`config.mk`:
```
export PLATFORM = sky130hd
export DESIGN_NAME = chimera_clu_iso_ctrl
export DESIGN_NICKNAME = d
export VERILOG_FILES = /design/src/rtl/chimera_clu_iso_ctrl.sv
export SDC_FILE = /design/constraint.sdc
export NUM_CORES = 1
export LEC_CHECK = 0
export CORE_ASPECT_RATIO = 0.75
export CORE_MARGIN = 2
export CORE_UTILIZATION = 52
export CTS_CLUSTER_DIAMETER = 100
export DETAILED_ROUTE_END_ITERATION = 10
export PLACE_DENSITY = 0.78
export SYNTH_ARGS = -nofsm -noshare
export SYNTH_HDL_FRONTEND = slang
export SYNTH_SLANG_ARGS = --single-unit
```
`constraint.sdc`:
```
create_clock -name soc_clk_i -period 3.2 [get_ports soc_clk_i]
set_input_delay 0.96 -clock soc_clk_i [delete_from_list [all_inputs] [get_ports soc_clk_i]]
set_output_delay 0.96 -clock soc_clk_i [all_outputs]
set_load 0.005 [all_outputs]
```
`src/rtl/chimera_clu_iso_ctrl.sv`:
```
// -----------------------------------------------------------------------------
// chimera_clu_iso_ctrl
//
// Per-cluster isolation and reset sequencer. For every cluster it raises the
// isolate request of all of that cluster's AXI isolation ports and waits until
// every port reports isolated. While the cluster is fenced it can pulse a
// cluster-local reset, and it drops isolation again in order. Drain and release
// phases are bounded by a timeout that parks the cluster in a fault state
// with a sticky flag until software acknowledges it.
//
// Ports
//   soc_clk_i   : SoC clock, all flops on the rising edge
//   rst_i       : asynchronous active-high reset
//   iso_req_i   : per cluster, level, 1 = cluster should be isolated
//   rst_req_i   : per cluster, 1-cycle pulse, request a cluster reset
//   clear_i     : per cluster, 1-cycle pulse, acknowledge a fault
//   isolated_i  : per port isolated status, cluster k owns [k*C +: C]
//   isolate_o   : per port isolate request
//   clu_rst_no  : per cluster active-low reset
//   state_o     : 3-bit FSM state per cluster
//   timeout_o   : per cluster sticky fault flag
//   done_o      : per cluster 1-cycle pulse on entry to ISOLATED or ACTIVE
//
// Every output is a decode of registered state only; no input reaches an
// output without passing through a flop.
// -----------------------------------------------------------------------------
module chimera_clu_iso_ctrl #(
    parameter int NumClusters   = 2,
    parameter int ChansPerClu   = 4,
    parameter int TimeoutCycles = 256,
    parameter int ResetCycles   = 16,
    parameter bit ResetIsolated = 1'b0
) (
    input  logic                                 soc_clk_i,
    input  logic                                 rst_i,
    input  logic [NumClusters-1:0]               iso_req_i,
    input  logic [NumClusters-1:0]               rst_req_i,
    input  logic [NumClusters-1:0]               clear_i,
    input  logic [NumClusters*ChansPerClu-1:0]   isolated_i,
    output logic [NumClusters*ChansPerClu-1:0]   isolate_o,
    output logic [NumClusters-1:0]               clu_rst_no,
    output logic [3*NumClusters-1:0]             state_o,
    output logic [NumClusters-1:0]               timeout_o,
    output logic [NumClusters-1:0]               done_o
);

    localparam int MaxCnt = (TimeoutCycles > ResetCycles) ? TimeoutCycles : ResetCycles;
    localparam int CntW   = $clog2(MaxCnt + 1);

    // Terminal counts: the counter starts at 0 on phase entry, so the last
    // cycle of a phase of length N sees count N-1.
    localparam logic [CntW-1:0] ToLast  = CntW'((TimeoutCycles > 0) ? TimeoutCycles - 1 : 0);
    localparam logic [CntW-1:0] RstLast = CntW'((ResetCycles > 0) ? ResetCycles - 1 : 0);
    localparam bit              ToEn    = (TimeoutCycles > 0);

    localparam logic [2:0] ST_ACTIVE   = 3'd0;
    localparam logic [2:0] ST_DRAIN    = 3'd1;
    localparam logic [2:0] ST_ISOLATED = 3'd2;
    localparam logic [2:0] ST_RESET    = 3'd3;
    localparam logic [2:0] ST_RELEASE  = 3'd4;
    localparam logic [2:0] ST_FAULT    = 3'd5;

    localparam logic [2:0] ST_POR = ResetIsolated ? ST_ISOLATED : ST_ACTIVE;

    genvar gi;
    generate
        for (gi = 0; gi < NumClusters; gi++) begin : g_clu
            logic [2:0]      state_reg, state_next;
            logic [CntW-1:0] cnt_reg, cnt_next;
            logic            pend_reg, pend_next;
            logic            tmo_reg, tmo_next;
            logic            done_reg, done_next;
            logic            all_iso, none_iso, want_rst, cnt_to;
            logic            iso_dec, rst_n_dec;

            assign all_iso  = &isolated_i[gi*ChansPerClu +: ChansPerClu];
            assign none_iso = ~|isolated_i[gi*ChansPerClu +: ChansPerClu];
            // The live pulse counts as well as the latched one, so a reset
            // request arriving together with iso_req_i falling in ISOLATED
            // still takes the reset path first.
            assign want_rst = pend_reg | rst_req_i[gi];
            assign cnt_to   = ToEn && (cnt_reg == ToLast);

            // State register
            always_ff @(posedge soc_clk_i or posedge rst_i) begin
                if (rst_i) begin
                    state_reg <= ST_POR;
                    cnt_reg   <= '0;
                    pend_reg  <= 1'b0;
                    tmo_reg   <= 1'b0;
                    done_reg  <= 1'b0;
                end else begin
                    state_reg <= state_next;
                    cnt_reg   <= cnt_next;
                    pend_reg  <= pend_next;
                    tmo_reg   <= tmo_next;
                    done_reg  <= done_next;
                end
            end

            // Next-state and bookkeeping logic
            always_comb begin
                state_next = state_reg;
                case (state_reg)
                    ST_ACTIVE: begin
                        if (iso_req_i[gi] || want_rst) state_next = ST_DRAIN;
                    end
                    ST_DRAIN: begin
                        if (all_iso)     state_next = ST_ISOLATED;
                        else if (cnt_to) state_next = ST_FAULT;
                    end
                    ST_ISOLATED: begin
                        if (want_rst)            state_next = ST_RESET;
                        else if (!iso_req_i[gi]) state_next = ST_RELEASE;
                    end
                    ST_RESET: begin
                        if (cnt_reg == RstLast) state_next = ST_ISOLATED;
                    end
                    ST_RELEASE: begin
                        // A renewed isolate request aborts the release.
                        if (iso_req_i[gi])  state_next = ST_DRAIN;
                        else if (none_iso)  state_next = ST_ACTIVE;
                        else if (cnt_to)    state_next = ST_FAULT;
                    end
                    ST_FAULT: begin
                        if (clear_i[gi]) state_next = ST_RESET;
                    end
                    default: state_next = ST_FAULT;
                endcase

                // Counter restarts on every state change and only runs in the
                // timed phases.
                cnt_next = '0;
                if (state_next == state_reg &&
                    (state_reg == ST_DRAIN || state_reg == ST_RESET || state_reg == ST_RELEASE)) begin
                    cnt_next = cnt_reg + CntW'(1);
                end

                pend_next = pend_reg;
                if (state_next == ST_RESET && state_reg != ST_RESET) begin
                    pend_next = 1'b0;
                end else if (rst_req_i[gi] && state_reg != ST_RESET && state_reg != ST_FAULT) begin
                    pend_next = 1'b1;
                end

                // Setting on fault entry wins over a simultaneous wipe.
                tmo_next = tmo_reg;
                if (state_next == ST_FAULT && state_reg != ST_FAULT) begin
                    tmo_next = 1'b1;
                end else if (clear_i[gi] && tmo_reg && state_reg != ST_FAULT) begin
                    tmo_next = 1'b0;
                end

                done_next = (state_next != state_reg) &&
                            (state_next == ST_ISOLATED || state_next == ST_ACTIVE);
            end

            // Output decode from registered state
            always_comb begin
                iso_dec   = 1'b1;
                rst_n_dec = 1'b1;
                case (state_reg)
                    ST_ACTIVE:   begin iso_dec = 1'b0; rst_n_dec = 1'b1; end
                    ST_DRAIN:    begin iso_dec = 1'b1; rst_n_dec = 1'b1; end
                    ST_ISOLATED: begin iso_dec = 1'b1; rst_n_dec = 1'b1; end
                    ST_RESET:    begin iso_dec = 1'b1; rst_n_dec = 1'b0; end
                    ST_RELEASE:  begin iso_dec = 1'b0; rst_n_dec = 1'b1; end
                    default:     begin iso_dec = 1'b1; rst_n_dec = 1'b0; end
                endcase
            end

            assign isolate_o[gi*ChansPerClu +: ChansPerClu] = {ChansPerClu{iso_dec}};
            assign clu_rst_no[gi]     = rst_n_dec;
            assign state_o[3*gi +: 3] = state_reg;
            assign timeout_o[gi]      = tmo_reg;
            assign done_o[gi]         = done_reg;
        end
    endgenerate

endmodule
```
* Word level (Yosys, flattened, before mapping)
Cells that the tools add are included.
** Storage, ports and cells
- Bits in registers :: 30
- Bits of input ports :: 16
- RAM bits :: 0
- Word-level logic and storage cells :: 116
- Memories :: 0
- Latch bits :: 0
- ROM bits :: 0
** Operators by class
- Add/subtract/negate cells :: 2
- Divide/modulo/power cells :: 0
- Equal/unequal tests :: 28
- Shift operators :: 0
- Reduce and logical (&&, ||, !) cells :: 40
- $mul :: 0
- Bitwise operators :: 2
- Muxes and demuxes :: 34
- $lt $le $gt $ge :: 0
** Operators by type and width (count)
- 3-bit 2-to-1 mux :: 18
- 3-bit one-hot mux with 6 select lines :: 2
- 3-bit by 2-bit equality test with 1-bit output, second input constant :: 8
- 9-bit by 1-bit adder with 9-bit output, second input constant :: 2
- 3-bit equality test, second input constant :: 6
- 9-bit by 4-bit equality test with 1-bit output, second input constant :: 2
- 9-bit by 8-bit equality test with 1-bit output, second input constant :: 2
- 9-bit 2-to-1 mux :: 2
- 1-bit logical AND :: 16
- 4-bit OR reduction :: 4
- 3-bit logical NOT :: 4
- 1-bit 2-to-1 mux :: 12
- 1-bit logical OR :: 8
- 4-bit AND reduction :: 2
- 2-bit nonzero test :: 4
- 3-bit by 1-bit equality test with 1-bit output, second input constant :: 2
- 3-bit equality test :: 2
- 3-bit by 2-bit inequality test with 1-bit output, second input constant :: 2
- 3-bit inequality test :: 2
- 3-bit inequality test, second input constant :: 2
- 2-bit OR reduction :: 2
- 1-bit bitwise OR :: 2

* Depth between registers and ports, before layout
- Word-level depth :: 8
- Gate-level depth with buffers :: 10
- Depth with buffers taken out :: 10

* Least setup slack after synthesis
Ideal clock, no wire load.
- Path type :: in2reg
- From :: input isolated_i[5]
- To :: register g_clu[1].cnt_reg[2]
- Arrival time :: 2.443 ns
- Stages on the path :: 5
- Data required time :: 3.060 ns
- Library setup time :: 0.140 ns
- Path slack :: 0.617 ns
- Cells stage by stage :: or4_4 -> a22o_1 -> a211oi_4 -> mux2i_2 -> nor3_1
** On the way
- Cells in the longest elaborated chain, start to end :: 7
- Elaborated cells between the ends (all ways) :: 9
** Ends and longest elaborated chain
- start: declaration :: line 39 : input logic [NumClusters*ChansPerClu-1:0] isolated_i,
- 4-bit OR reduction :: line 77 : assign none_iso = ~|isolated_i[gi*ChansPerClu +: ChansPerClu];
- 3-bit 2-to-1 mux :: line 122 : else if (none_iso) state_next = ST_ACTIVE;
- 3-bit 2-to-1 mux :: line 121 : if (iso_req_i[gi]) state_next = ST_DRAIN;
- 3-bit one-hot mux with 6 select lines (*) :: line 104 : case (state_reg)
- 3-bit equality test (*) :: line 134 : if (state_next == state_reg &&
- 1-bit logical AND (*) :: line 134
- 9-bit 2-to-1 mux (*) :: line 134
- via g_clu[1].cnt_next[2] :: line 69 : logic [CntW-1:0] cnt_reg, cnt_next;
- end signal: assignment :: line 94 : cnt_reg <= cnt_next;
- end: declaration :: line 69
Mark *: on every way through the listed nets, which the timed path passes. The rest lies on a longest branch.
A chain may end at the register's enable or synchronous reset.

* Worst setup path in the final report
- From :: register g_clu[0].state_reg[1]
- To :: output clu_rst_no[0]
** On the way
- Cells in the longest elaborated chain, start to end :: 3
- Elaborated cells between the ends (all ways) :: 6
** Ends and longest elaborated chain
- start: declaration :: line 68 : logic [2:0] state_reg, state_next;
- start signal: assignment :: line 93 : state_reg <= state_next;
- 3-bit by 1-bit equality test with 1-bit output, or another cell as far along :: line 162 : case (state_reg)
- 4-bit OR reduction (no line) (*)
- 1-bit 2-to-1 mux (*) :: line 162
- end: declaration :: line 41 : output logic [NumClusters-1:0] clu_rst_no,
Mark *: on every way between the ends. The rest lies on a longest branch, timed or not.

==> run_results.csv <==
group,metric,value,unit
floorplanning,pin_count,36,
power,power_leakage,0.948,nW
global_route,grt_usage,0.201,
power,ir_drop,405,uV
synth,ys_seq_area_frac,0.394,
finish,nets,260,
synth,synth.area.mux_share,0.00722,
setup_path,reg2reg_from,"g_clu[1].cnt_reg[0]",
drt,firstDrtPassIters,4,
drt,routed_wl,3.75,mm
synth,synth_top_family_by_area,"simple AND/OR/NAND/NOR gates",
timing,finalMaxSlewViolations,0,
finish,antenna_cells,0,
timing,hold_violations,0,
synth,syn_area_per_cell,8.99,um^2
placement,gp_congestion,0.829,
setup_path,arrival,1.78,ns
floorplanning,core,3590,um^2
placement,portBuffers,35,
floorplanning,die-area,4170,um^2
global_route,grt_overflow,0,
placement,dp_hpwl,2.81,mm
cts,cts_max_level,2,
setup_path,critPathMaxFanout,12,
min_path,holdCritPathClass,"flip-flop to flip-flop",
synth,synth_edf_count,0,
power,power,1.87,mW
cts,cts_hold_buf,0,
cts,cts_tree,"yes",
setup_path,worstPathRequired,2.24,ns
timing,setup_viol,0,
synth,netlist_instances,212,
global_route,grt_pass1_wl,6.60,mm
cts,clock_path_buffers,2,
cts,postCtsSetupRepairBufs,0,
floorplanning,die_y,56.4,um
cts,cts_buffers,5,
cts,clk_latency,0.27,ns
synth,synth_ff_type,"dfrtp_1",
synth,synth_async_sr_flop_share,1.00,
finish,largest_reg_flops,18,
drt,first_iter_violations,108,
global_route,grt_pass1_vias,1402,
synth,yosysMostFrequentCell,"dfrtp_1",
timing,min_period,2.74,ns
timing,rsz0062_at_grt,"false",
placement,pre_cts_ws,0.174,ns
timing,max_freq,0.365,GHz
synth,syn_area,1910,um^2
min_path,min_from,"g_clu[0].cnt_reg[0]",
timing,finClkSkew,0.00551,ns
synth,ys_types,55,
drt,ant_nets,0,
synth,ys_ff_latch,30,
drt,avgRoutedWirePerCell,12.8,um
finish,utilization,0.649,
drt,vias,1612,
floorplanning,die_w,73.9,um
floorplanning,initial_core_util,0.531,
synth,synth_xor_area_frac,0.0643,
cts,clkTransAtPathRegs,0.06,ns
cts,clock-root-buffer,"clkbuf_8",
finish,drive_gt1_frac,0.108,
floorplanning,rows,19,
cts,cts_resized,0,
synth,synth_nets,232,
timing,relSlewSlack,0.592,
finish,syn_to_final_growth,22.2,%
synth,synthSimpleGateAreaFrac,0.235,
timing,finalCritPeriodShare,0.857,
setup_path,path_class,"flip-flop to output pin",
synth,synth.area.top_cells,"dfrtp_1 (39%), buf_4 (5.5%), nor2_1 (4.9%)",
synth,yosysTopAreaCellShare,0.394,
drt,drc,0,
global_route,antenna_found_initial,0,
global_route,grt_max_degree,31,
cts,numClockSinks,30,
setup_path,critPathCaptureType,"output pin",
timing,tightest_slew,0.607,ns
synth,synth_top_area_cell,"dfrtp_1",
setup_path,critPathLaunch,"g_clu[0].state_reg[1]",
power,p_per_area,805,nW/um^2
timing,fin_ws,0.458,ns
synth,synth-compound-area-share,0.177,
timing,setup-tns-final,0,ns
synth,synth.yosys.warnings,0,
setup_path,start_kind,"flip-flop",
drt,via_per_inst,5.50,
run,max-cap-violations,0,
synth,ys_top_cells_by_count,"dfrtp_1 (30), nor2_1 (25), nand2_1 (17)",
outcome,status,"finished clean",
synth,synth_fa_ha_area_frac,0.0315,
## metal layers
layer  up-vias  routed length, um  global-route usage
li1        806                  -                   -
met1       754               1920               0.335
met2        50               1560               0.254
met3         2                249              0.0539
met4         0                 18              0.0390
met5         -                  0                   0
## through the flow
step / instance area (um^2) / instances / hold slack (ns)
2_1_floorplan: 1910 / 212 / 0.433
4_1_cts: 2330 / 293 / 0.476
3_5_place_dp: 2240 / 285 / 0.459
6_report: 2330 / 293 / 0.470
5_1_grt: 2330 / 293 / 0.507
3_3_place_gp: 2240 / 285 / 0.452
## final cells by class
cell class                 count  area, um^2
fill                         303        1260
multi-input combinational    150         981
sequential                    30         751
timing repair buffer          41         395
clock buffer                   7        86.3
tap                           52        65.1
inverter                      12        45.0
clock inverter                 1        5.00
## kinds of logic (layout without fill, tap and decap cells)
| family | count (synthesis) | in the layout |
|---|---|---|
| XOR/XNOR | 14 | 14 |
| adder cells (fa/ha/maj) | 5 | 5 |
| flip-flops | 30 | 30 |
| AO/OA/AOI/OAI | 43 | 43 |
| AND/OR/NAND/NOR | 87 | 87 |
| multiplexers | 1 | 1 |
| buffers and inverters | 32 | 61 |
## worst max-delay path: stages (launching register included)
cell and delay, ns:
dfrtp_1 0.57, inv_2 0.14, maj3_1 0.35, clkdlybuf4s50_1 0.45
## layout by cell type, fill, tap and decap left out, drive strengths merged, types with 3 or more instances in the layout
cell type / n
xor2: 6
nand3: 8
o221ai: 3
ha: 4
nand2: 18
nand2b: 3
a21oi: 6
a21boi: 3
clkbuf: 7
clkdlybuf4s50: 35
buf: 6
a311oi: 3
nor3: 11
xnor2: 8
nor4: 3
nor2: 25
and3: 4
dfrtp: 30
o21ai: 8
nor3b: 3
inv: 12
## power by group
part           internal (mW)  total, mW  switching (mW)
Sequential             0.467      0.557          0.0902
Clock                  0.173      0.308           0.135
Combinational          0.502       1.01           0.508
## final timing paths
kind	end	slack, ns	cells past startpoint
max	clu_rst_no[0]	0.46	3
min	g_clu[0].cnt_reg[0]	0.47	1
max reg2reg	g_clu[1].cnt_reg[5]	0.65	11
min reg2reg	g_clu[0].cnt_reg[0]	0.47	1
max in group asynchronous	g_clu[0].cnt_reg[5]	1.87	3
min in group asynchronous	g_clu[0].state_reg[2]	1.06	3
(Power assumes the default switching activity.)
==> RTL edit, RTL diff (same flow settings) <==
The parameter `ChansPerClu` goes from 4 to 8.
--- a/src/rtl/chimera_clu_iso_ctrl.sv
+++ b/src/rtl/chimera_clu_iso_ctrl.sv
@@ -26,7 +26,7 @@
 // -----------------------------------------------------------------------------
 module chimera_clu_iso_ctrl #(
     parameter int NumClusters   = 2,
-    parameter int ChansPerClu   = 4,
+    parameter int ChansPerClu   = 8,
     parameter int TimeoutCycles = 256,
     parameter int ResetCycles   = 16,
     parameter bit ResetIsolated = 1'b0
Ports: changed (resized isolate_o and isolated_i); port bits go from 36 to 52. No check against the original RTL was run, so the function may have changed too.
==> RTL edit against the original RTL <==
Critical path depth did not move; cell count rose by 0.68%; sequential cell count stayed put; clock skew rose by 0.00061 ns; sequential share of layout area down 0.91 points; worst setup slack got worse by 0.11 ns; synthesized area rose by 0.92%; core utilization grew 1.4 points; largest cell class unchanged; global-route usage grew 1.2 points; cell area grew 2.9%; total power shrank 15%; wire length grew 7.8%; first-iteration DRC count rose by 48%.
==> RTL edit: results (changes against the original RTL) <==
Power
  • Register share of total power: 34.6% (+4.9 points)
  • Leakage: 0.000977 uW (+3.0%)
  • Part of the power in the clock network: 16.8% (+0.4 points)
  • Switch share: 36.0% (-3.1 points)
  • VDD IR max: 0.000409 V (+1.0%)

Timing
  • Clk_skew: 0.00612 ns (+0.000605 ns)
  • Slew headroom: 45.6% (-14 points)

Logic synthesis
  • Area contributors post-synth: dfrtp_1, buf_4, xnor2_1
  • Synth cell count leaders: dfrtp_1, buf_4, nor2_1
  • Synth Area in Adders: 3.12% (-0.029 points)
  • Synth cell types: 48 (-13%)
  • Post-synthesis net count: 238 (+2.6%)
  • Register area share after synthesis: 39.0% (-0.36 points)

Route
  • Total number of vias: 1627 (+0.93%)
  • DRT Wirelength: 4040 um (+7.8%)
  • DR pass1 iterations: 5 (+1)
  • DR iter-0 viols: 160 (+48%)

Setup path
  • Flop2flop setup slack: 0.72 ns (+0.07 ns)
  • Critical Path Fanout Max: 13 (+1)
  • Worst Path Arrival: 1.89 ns (+0.11 ns)

Placed design
  • Dpl hpwl: 3170 um (+13%)
  • Pre-CTS setup slack: 0.249 ns (+0.0748 ns)
  • Port-buffer cells: 51 (+46%)
  • RePlAce Congestion: 0.912 (+10%)

Finish
  • Share of cells above drive strength 1: 7.00% (-3.8 points)
  • Final nets: 271 (+4.2%)

Global routing
  • Global-route wire length before repair: 6980 um (+5.7%)
  • Total global-route track usage: 21.3% (+1.2 points)
  • Vias in the first global route: 1483 (+5.8%)

Run status
  • Outcome: complete, no violations
## RTL edit: metrics by stage
stage	hold slack, ns	power, uW	instance area (um2)	util (%)	cells
floorplan	0.433	1090	1920	-	210
global placement	0.456	1320	2320	64.2	288
detailed placement	0.465	1340	2320	64.2	288
CTS	0.472	1610	2400	66.3	295
finish	0.468	1600	2400	66.3	295
global route	0.500	1720	2400	66.3	295
## RTL edit: worst max-delay path, delay by kind of cell (launching register included)
| kind | cells | cell delay (ns) |
|---|---|---|
| DFF | 1 | 0.56 |
| buffers and inverters | 2 | 0.67 |
| adders and majority gates | 1 | 0.39 |
## RTL edit: cell type report
class                      count  area (um2)  area share, %
clock buffer                   7        76.3           3.19
inverter                      10        37.5           1.57
multi-input combinational    142         933           39.0
sequential                    30         751           31.3
tap                           52        65.1           2.72
timing repair buffer          54         533           22.2
## RTL edit: cell families (layout without fill, tap and decap cells)
family / count (synthesis) / in the layout
and+or+nand+nor: 78 / 78
xor gates and xnor gates: 13 / 13
DFF: 30 / 30
AOI/OAI and AO/OA: 46 / 46
buffers and inverters: 38 / 71
adders and majority gates: 5 / 5
## RTL edit: path summary, 6_finish.rpt
path	start	to	cells after the start
min in group asynchronous	rst_i	g_clu[0].state_reg[2]	3
max	g_clu[1].state_reg[2]	clu_rst_no[1]	3
min reg2reg	g_clu[1].cnt_reg[0]	g_clu[1].cnt_reg[0]	1
max reg2reg	g_clu[1].cnt_reg[0]	g_clu[1].tmo_reg	8
min	g_clu[1].cnt_reg[0]	g_clu[1].cnt_reg[0]	1
max in group asynchronous	rst_i	g_clu[1].cnt_reg[3]	3
## RTL edit: per-layer routing
metal	track usage (%)	share of wire [%]	routed length, um
met1	34.2	49	1980
met4	3.32	0.20	8
met3	6.46	5.6	226
met5	0	0	0
met2	28.4	45	1830
